===== src/rtl/cpu_clk_ctrl.sv =====
// Run/step/halt sequencer that paces the soft CPU with one-cycle clock-enable pulses.
// Conditions the run switch and step button, tracks breakpoints and counts issued CPU cycles.
module cpu_clk_ctrl #(
  parameter int unsigned DIV        = 100000,
  parameter int unsigned DEB_CYCLES = 500000
) (
  input  logic        I_CLK,
  input  logic        rst,
  input  logic        run_sw,
  input  logic        step_btn,
  input  logic        halt_req,
  output logic        cpu_ce,
  output logic [1:0]  state,
  output logic [31:0] cycle_cnt
);

  typedef enum logic [1:0] {
    S_HALT = 2'b00,
    S_RUN  = 2'b01,
    S_STEP = 2'b10,
    S_BRK  = 2'b11
  } state_e;

  localparam int unsigned PW = (DIV > 2) ? $clog2(DIV) : 1;
  localparam int unsigned DW = (DEB_CYCLES > 2) ? $clog2(DEB_CYCLES) : 1;
  localparam logic [PW-1:0] PRE_LAST = PW'(DIV - 1);
  localparam logic [DW-1:0] DEB_LAST = DW'(DEB_CYCLES - 1);

  logic          run_meta_q, run_s_q;
  logic          btn_meta_q, btn_s_q;
  logic [DW-1:0] deb_cnt_q, deb_cnt_d;
  logic          deb_lvl_q, deb_lvl_d;
  logic          deb_lvl_prev_q;
  logic          step_ev;
  state_e        state_q, state_d;
  logic [PW-1:0] pre_q, pre_d;
  logic          cpu_ce_q, cpu_ce_d;
  logic [31:0]   cycle_cnt_q;

  // Two-flop synchronizers for the asynchronous switch and button, plus the debouncer.
  // NOTE: every sequential block uses non-blocking assignments so all flops sample the same pre-edge values.
  always_ff @(posedge I_CLK or posedge rst) begin
    if (rst) begin
      run_meta_q     <= 1'b0;
      run_s_q        <= 1'b0;
      btn_meta_q     <= 1'b0;
      btn_s_q        <= 1'b0;
      deb_cnt_q      <= '0;
      deb_lvl_q      <= 1'b0;
      deb_lvl_prev_q <= 1'b0;
    end else begin
      run_meta_q     <= run_sw;
      run_s_q        <= run_meta_q;
      btn_meta_q     <= step_btn;
      btn_s_q        <= btn_meta_q;
      deb_cnt_q      <= deb_cnt_d;
      deb_lvl_q      <= deb_lvl_d;
      deb_lvl_prev_q <= deb_lvl_q;
    end
  end

  // NOTE: each combinational output gets a default first so no path can infer a latch.
  always_comb begin
    deb_cnt_d = deb_cnt_q;
    deb_lvl_d = deb_lvl_q;
    if (btn_s_q == deb_lvl_q) begin
      deb_cnt_d = '0;
    end else if (deb_cnt_q == DEB_LAST) begin
      deb_lvl_d = btn_s_q;
      deb_cnt_d = '0;
    end else begin
      deb_cnt_d = deb_cnt_q + 1'b1;
    end
  end

  assign step_ev = deb_lvl_q & ~deb_lvl_prev_q;

  always_comb begin
    state_d = state_q;
    unique case (state_q)
      S_HALT: begin
        if (run_s_q)      state_d = S_RUN;
        else if (step_ev) state_d = S_STEP;
      end
      S_RUN: begin
        if (halt_req)      state_d = S_BRK;
        else if (!run_s_q) state_d = S_HALT;
      end
      S_STEP: state_d = S_HALT;
      S_BRK: begin
        if (!run_s_q)     state_d = S_HALT;
        else if (step_ev) state_d = S_STEP;
      end
      default: state_d = S_HALT;
    endcase

    // Prescaler only advances while staying in RUN; anything else restarts the period.
    pre_d = '0;
    if (state_q == S_RUN && state_d == S_RUN) begin
      pre_d = (pre_q == PRE_LAST) ? '0 : pre_q + 1'b1;
    end

    cpu_ce_d = ((state_q == S_RUN) && (pre_q == PRE_LAST) && !halt_req && run_s_q)
               || (state_d == S_STEP);
  end

  always_ff @(posedge I_CLK or posedge rst) begin
    if (rst) begin
      state_q     <= S_HALT;
      pre_q       <= '0;
      cpu_ce_q    <= 1'b0;
      cycle_cnt_q <= '0;
    end else begin
      state_q     <= state_d;
      pre_q       <= pre_d;
      cpu_ce_q    <= cpu_ce_d;
      cycle_cnt_q <= cycle_cnt_q + 32'(cpu_ce_q);
    end
  end

  assign cpu_ce    = cpu_ce_q;
  assign state     = state_q;
  assign cycle_cnt = cycle_cnt_q;

endmodule


===== config.mk =====
export PLATFORM = sky130hd
export DESIGN_NAME = cpu_clk_ctrl
export DESIGN_NICKNAME = d
export VERILOG_FILES = /design/src/rtl/cpu_clk_ctrl.sv
export SDC_FILE = /design/constraint.sdc
export NUM_CORES = 1
export LEC_CHECK = 0
export ABC_AREA = 1
export CORE_MARGIN = 3
export CORE_UTILIZATION = 40
export DETAILED_ROUTE_END_ITERATION = 16
export HOLD_SLACK_MARGIN = 0.12
export SYNTH_ARGS = -nofsm -noshare
export SYNTH_HDL_FRONTEND = slang
export SYNTH_SLANG_ARGS = --single-unit

===== constraint.sdc =====
create_clock -name I_CLK -period 2.9 [get_ports I_CLK]
set_input_delay 0.87 -clock I_CLK [delete_from_list [all_inputs] [get_ports I_CLK]]
set_output_delay 0.87 -clock I_CLK [all_outputs]
set_load 0.05 [all_outputs]

; Yosys cells after proc, flatten, opt, wreduce, memory -nomap -nowiden
; Cells that the tools add are included.
[totals]
wordCells = 43
out_inout_bits = 35
romBits = 0
inputBits = 5
register_bits = 77
latch_bits = 0
ramBits = 0
mem_count = 0
[op_classes]
n_reduce_logical = 8
addsub = 3
div = 0
eq_ne = 8
n_mux = 10
magnitude_cmp = 0
mul = 0
n_shift = 0
n_bitwise = 3
[op_table]
columns = op, n
row1 = 19-bit two-way mux, 2
row2 = 17-bit two-way mux, 2
row3 = 32-bit by 1-bit adder with 32-bit output, 1
row4 = "19-bit by 1-bit adder with 19-bit output, second input constant", 1
row5 = "19-bit equality test, second input constant", 1
row6 = "17-bit by 1-bit adder with 17-bit output, second input constant", 1
row7 = "17-bit equality test, second input constant", 1
row8 = 2-bit two-way mux, 5
row9 = 2-bit one-hot mux with 4 select lines, 1
row10 = "2-bit equality test, second input constant", 3
row11 = "2-bit by 1-bit equality test with 1-bit output, second input constant", 2
row12 = 1-bit logical AND, 4
row13 = 2-bit zero test, 1
row14 = 1-bit NOT, 2
row15 = 2-bit AND reduction, 1
row16 = 1-bit AND, 1
row17 = 1-bit equality test, 1
row18 = 1-bit zero test, 1
row19 = 1-bit logical OR, 1

; Logic depth before layout (Yosys ltp)
; Gate-level depths: netlist (run 1).
[depth]
depth_word = 8
ltp_mapped = 9
depth_no_buf = 9

; Worst setup path before layout (run 1)
; Ideal clock, no wire load.
[synth_timing]
kind = reg2reg
from = register cycle_cnt_q[0] (netlist: cycle_cnt[0])
to = register cycle_cnt_q[18] (netlist: cycle_cnt[18])
period_less_slack_ns = 1.885
arrival_time_ns = 1.743
setup_slack_ns = 1.015
setup_ns = 0.142
path_buffers = 0
required_ns = 2.758
stages_incl_launch_ff = 9
path_cell_list = dfrtp_1 ha_1 ha_1 nand3_2 inv_2 nand2_4 nor2_4 nand3_2 xnor2_1
[synth_via]
elab_chain_len = 1
[synth_lines]
columns = item, line
row1 = "start, declared", 38  ; logic [31:0] cycle_cnt_q;
row2 = "start signal, assigned", 117  ; cycle_cnt_q <= cycle_cnt_q + 32'(cpu_ce_q);
row3 = 32-bit by 1-bit adder with 32-bit output, 117
; Every way passes these cells.
; A chain may end at the register's enable or synchronous reset.

; Worst setup path in the final report (run 1)
[layout_timing]
from = register cycle_cnt_q[19] (netlist: cycle_cnt[19])
to = output port cycle_cnt[19]
[layout_rtl]
columns = item, line
row1 = "end, declared", 14  ; output logic [31:0] cycle_cnt
; No word-level cell between the ends.

==> run_results.csv, run 1 <==
group,metric,value,unit
layout,area_growth_syn_to_layout,18.1,%
clock_network,cts_root_buf,"clkbuf_8",
global_routing,grt_max_degree,26,
worst_hold_path,hold_end,"btn_s_q",
layout,stdcell_area,4940,sq um
global_routing,antenna_found_initial,0,
flow_run,drv_cap,0,
die,core_area,9950,sq um
route,first_pass_iters,4,
route,detail_route.vias_per_cell,4.82,
layout,final_layout_size_suffix_gt1_share,12.0,%
setup_path,startpoint_type,"register",
setup_path,critPathArrivalTime,1.67,ns
timing,setup_viol_count_final,0,
pwr,p_leak,2.07,nW
logic_synthesis,seq_area_frac_synth,46.1,%
global_routing,grt_use_total,17.3,%
worst_hold_path,hp-start,"btn_meta_q",
layout,instances_no_fill,714,
route,routed_wl,9.15,mm
setup_path,r2r_end,"cycle_cnt[20]",
layout,regArea,1930,sq um
setup_path,path_buf_inv,1,
clock_network,cts_inserted_buffers,9,
place,post_dp_cell_area,4760,sq um
timing,drv_slew,0,
clock_network,cts_sinks,77,
timing,rsz0062_at_grt,"false",
route,ant_nets,0,
pwr,total_power,2.27,mW
place,post-place-cells,698,
setup_path,path_cells,"clkdlybuf4s50_1",
logic_synthesis,synth.avg_cell_area,7.98,sq um
clock_network,cts_resized,0,
setup_path,reg2reg_depth,8,
clock_network,clkLatencyLatePin,0.34,ns
route,vias,3439,
setup_path,ff2ff_setup_slack,1.19,ns
clock_network,cts_tree,"done",
timing,skew,0.00746,ns
clock_network,hold_buffers,0,
clock_network,clockBufferDepth,2,
die,num_rows,36,
worst_hold_path,hold_path.class,"register to register",
setup_path,crit_fanout,6,
global_routing,grt_pass1_wl,16.1,mm
die,die_width,108,microns
logic_synthesis,ys_ff_latch,77,
clock_network,clkTransAtPathRegs,0.08,ns
setup_path,crit_family,"buffers and inverters",
layout,layout.nets,585,
layout,multi_input_area,2030,sq um
clock_network,htree_levels,3,
timing,min_period,2.54,ns
setup_path,slowest_delay,0.85,ns
layout,num-fill-cells,968,
logic_synthesis,syn-num-nets,533,
setup_path,timing.rr.start,"cpu_ce",
setup_path,cp.required,2.03,ns
logic_synthesis,netlist-cell-type-count,29,
die,ios,40,
logic_synthesis,ys.warnings.count,0,
die,die_h,108,microns
place,hpwl,7.10,mm
clock_network,cts_setup_buffers,0,
timing,finalHoldViolations,0,
layout,diodes,0,
route,avgRoutedWirePerCell,12.8,microns
logic_synthesis,mappedNetlistArea,4180,sq um
pwr,ir_drop,0.407,mV
timing,finalSetupTns,0,ns
global_routing,grt_pass1_vias,3465,
die,dieArea,11700,sq um
route,post-route-drc-count,0,
timing,worst_pin_slew,0.527,ns
setup_path,crit_type,"register to output port",
setup_path,critical-path-slowest-cell,"clkdlybuf4s50_1",
setup_path,cp-end-kind,"output port",
worst_hold_path,min_path_cells,0,
die,start_util,42.0,%
place,place.port_buffers,39,
place,gp_congestion,0.896,
status,outcome,"complete, no violations",
pwr,cellPowerDensity,460,nW/um^2
global_routing,gr-total-overflow,0,
timing,max_freq,0.394,GHz
timing,post-route-period-util,87.5,%
route,drt_iter0_markers,120,
logic_synthesis,syn-instance-count,524,
timing,slew_headroom,64.8,%
[logic make-up after synthesis]
| group | after synthesis | share of synthesized area (%) |
|---|---|---|
| DFF | 77 | 46.1 |
| buffers and inverters | 60 | 5.42 |
| adders and majority gates | 4 | 1.20 |
| AOI/OAI and AO/OA | 13 | 1.68 |
| xor gates and xnor gates | 34 | 7.13 |
| and+or+nand+nor | 336 | 38.5 |
[area by class of cell]
class,count,share of cell area (%)
timing repair buffer,43,8.52
inverter,58,4.44
tap,133,3.37
multi-input combinational,387,41.0
clock inverter,5,0.735
clock buffer,11,2.86
sequential,77,39.0
[metal layers]
metal	vias to the layer above	share of wire, %	track usage (%)
met5	-	0	0
li1	1758	-	-
met2	71	45	27.3
met3	15	4.4	2.99
met1	1595	49	23.7
met4	0	1.5	7.03
[layout by cell type, fill, tap and decap left out, drive strengths merged, types with 5 or more instances in the layout]
cell type	count
inv	57
nor2	116
xor2	24
clkbuf	11
dfrtp	77
nand2	138
a21oi	6
nand3	43
xnor2	10
nand3b	5
o21ai	5
clkdlybuf4s50	39
nor3	20
nand4	11
[cell usage after synthesis]
cell,n,share of area (%)
nand3_1,36,4.3
dfrtp_1,77,46
ha_1,4,1.2
nor2_8,1,0.48
o211ai_1,1,0.18
nor3_2,5,1.2
a211oi_1,1,0.18
nand3b_1,5,0.90
nand3_4,1,0.42
nor2_2,9,1.3
inv_2,10,0.90
nand4_1,11,1.6
nor2_1,97,8.7
o21ai_1,3,0.36
nand2_4,1,0.27
buf_2,1,0.12
xor2_1,24,5.0
nor3b_1,3,0.54
nand3_2,6,1.4
a21oi_1,6,0.72
nand2_2,7,1.0
nor3_4,1,0.39
inv_1,48,4.3
clkbuf_1,1,0.090
nand2_1,130,12
nor3_1,14,1.7
o21ai_0,2,0.24
nor2_4,9,2.4
xnor2_1,10,2.1
[how the worst max path moves through the flow]
stage	startpoint	to	depth (start not counted)
6_report	cycle_cnt[19]	cycle_cnt[19]	1
3_3_place_gp	halt_req	pre_q[15]	6
4_1_cts	cycle_cnt[2]	cycle_cnt[2]	1
5_1_grt	cycle_cnt[2]	cycle_cnt[2]	1
3_5_place_dp	halt_req	pre_q[15]	6
2_1_floorplan	rst	btn_meta_q	1
[registers in the layout, summed over array words and instances, names as in the netlist]
signal / flops
btn_meta_q: 1
btn_s_q: 1
cpu_ce: 1
cycle_cnt: 32
deb_cnt_q: 19
deb_lvl_prev_q: 1
deb_lvl_q: 1
pre_q: 17
run_meta_q: 1
run_s_q: 1
state: 2
[per-stage QoR]
| step | hold WS (ns) | utilization, % | worst slack (ns) |
|---|---|---|---|
| after floorplan | 0.331 | - | 0.0633 |
| after global placement | 0.332 | 47.8 | 0.627 |
| after detailed placement | 0.335 | 47.8 | 0.539 |
| after CTS | 0.355 | 49.6 | 0.329 |
| after global routing | 0.376 | 49.6 | 0.295 |
| final | 0.352 | 49.6 | 0.364 |
[power by group]
part / internal [mW] / switching, mW
combinational: 0.110 / 0.247
sequential: 1.12 / 0.0574
clock: 0.334 / 0.400
No activity file was read; power rests on OpenSTA's default activity.
==> run 2: changes to the inputs <==
REMOVE_ABC_BUFFERS = 1   (was not set)
SLEW_MARGIN = 20   (was not set)
==> run_results.csv, run 2 (synthesis gave the netlist of run 1 again) <==
group,metric,value,unit
layout,regArea,1930,sq um
timing,rsz0062_at_grt,"false",
die,start_util,42.0,%
global_routing,grt_util_met2,25.3,%
timing,post-route-period-util,86.9,%
clock_network,cts_inserted_buffers,9,
timing,min_period,2.52,ns
route,post-route-drc-count,0,
setup_path,timing.rr.start,"cpu_ce",
setup_path,cp-end-kind,"output port",
worst_hold_path,hold_end,"btn_s_q",
worst_hold_path,min_path_cells,0,
route,vias,3489,
global_routing,grt_pass1_vias,3249,
global_routing,gr-total-overflow,0,
timing,worst_pin_slew,0.515,ns
clock_network,cts_resized,0,
status,outcome,"complete, no violations",
layout,final_layout_size_suffix_gt1_share,12.0,%
global_routing,grt_max_degree,38,
pwr,cellPowerDensity,470,nW/um^2
global_routing,grt_use_total,16.6,%
clock_network,cts_root_buf,"clkbuf_8",
worst_hold_path,hp-start,"btn_meta_q",
die,ios,40,
setup_path,path_buf_inv,1,
pwr,p_leak,2.08,nW
place,post-place-cells,698,
pwr,sequentialPowerShare,50.3,%
worst_hold_path,hold_path.class,"register to register",
setup_path,path_cells,"clkdlybuf4s50_1",
global_routing,antenna_found_initial,0,
die,die_width,108,microns
global_routing,grt_pass1_wl,15.5,mm
die,core_area,9950,sq um
layout,layout.nets,585,
clock_network,clkTransAtPathRegs,0.08,ns
layout,multi_input_area,2030,sq um
timing,finalSetupTns,0,ns
pwr,p_int,1.63,mW
place,hpwl,6.97,mm
timing,finalHoldViolations,0,
clock_network,cts_sinks,77,
flow_run,drv_cap,0,
die,dieArea,11700,sq um
clock_network,cts_tree,"done",
setup_path,r2r_end,"cycle_cnt[18]",
layout,num-fill-cells,930,
pwr,sw_frac_of_total,30.1,%
timing,skew,0.00961,ns
setup_path,crit_type,"register to output port",
setup_path,slowest_delay,0.84,ns
global_routing,met1_usage,24.0,%
die,num_rows,36,
setup_path,startpoint_type,"register",
layout,diodes,0,
setup_path,crit_family,"buffers and inverters",
setup_path,ff2ff_setup_slack,1.14,ns
timing,max_freq,0.397,GHz
layout,instances_no_fill,714,
setup_path,critical-path-slowest-cell,"clkdlybuf4s50_1",
layout,utilization,49.8,%
layout,largest_register_ffs,32,
place,gp_congestion,0.881,
route,ant_nets,0,
pwr,combPwrFrac,15.3,%
pwr,p_clk_share,34.4,%
clock_network,clkLatencyLatePin,0.34,ns
setup_path,reg2reg_depth,8,
clock_network,cts_setup_buffers,0,
setup_path,cp.required,2.03,ns
timing,setup_viol_count_final,0,
route,avgRoutedWirePerCell,12.8,microns
route,detail_route.vias_per_cell,4.89,
die,die_h,108,microns
layout,final_cell_mix,"nand2_1 (130), nor2_1 (97), dfrtp_1 (77), inv_1 (47), clkdlybuf4s50_1 (39)",
timing,slew_headroom,65.5,%
clock_network,hold_buffers,0,
layout,final_common_cell,"nand2_1",
place,place.port_buffers,39,
route,first_pass_iters,4,
clock_network,clockBufferDepth,2,
pwr,ir_drop,0.400,mV
pwr,p_sw,0.702,mW
clock_network,htree_levels,3,
global_routing,grtUsageMet3,2.51,%
layout,area_growth_syn_to_layout,18.7,%
setup_path,crit_fanout,6,
global_routing,top_usage_layer,"met2",
setup_path,critPathArrivalTime,1.65,ns
route,drt_iter0_markers,207,
route,routed_wl,9.12,mm
timing,drv_slew,0,
-- run 2: layer usage --
| metal | share of wire (%) | routed length, microns |
|---|---|---|
| met5 | 0 | 0 |
| met4 | 1.5 | 135 |
| met3 | 4.8 | 435 |
| met2 | 45 | 4080 |
| met1 | 49 | 4460 |
-- run 2: how the worst max path moves through the flow --
stage                   from            end  cells after the start
2_1_floorplan            rst     btn_meta_q                      1
3_3_place_gp        halt_req      pre_q[15]                      6
3_5_place_dp        halt_req      pre_q[15]                      6
4_1_cts        cycle_cnt[19]  cycle_cnt[19]                      1
5_1_grt        cycle_cnt[23]  cycle_cnt[23]                      1
6_report       cycle_cnt[19]  cycle_cnt[19]                      1
-- run 2: layout make-up --
type / instances / area share [%]
clock buffers: 10 / 2.57
clock inverters: 6 / 1.29
inverters: 58 / 4.39
multi-input cells: 387 / 40.8
flip-flops and latches: 77 / 38.8
well taps: 133 / 3.35
repair buffers: 43 / 8.73
-- run 2: power groups by stage --
stage | registers (mW) | clock network, mW | logic (mW)
floorplan | 1.33 | 0 | 0.0919
global placement | 1.19 | 0 | 0.358
detailed placement | 1.19 | 0 | 0.360
CTS | 1.17 | 0.826 | 0.362
global route | 1.18 | 0.863 | 0.384
finish | 1.17 | 0.803 | 0.357
-- run 2: through the flow --
stage               power (mW)  hold WS (ns)  setup slack [ns]  area [sq um]
global placement          1.55         0.336             0.625          4770
global route              2.43         0.367             0.313          4960
finish                    2.33         0.356             0.379          4960
detailed placement        1.55         0.341             0.588          4770
floorplan                 1.42         0.331            0.0633          4170
CTS                       2.36         0.360             0.363          4960
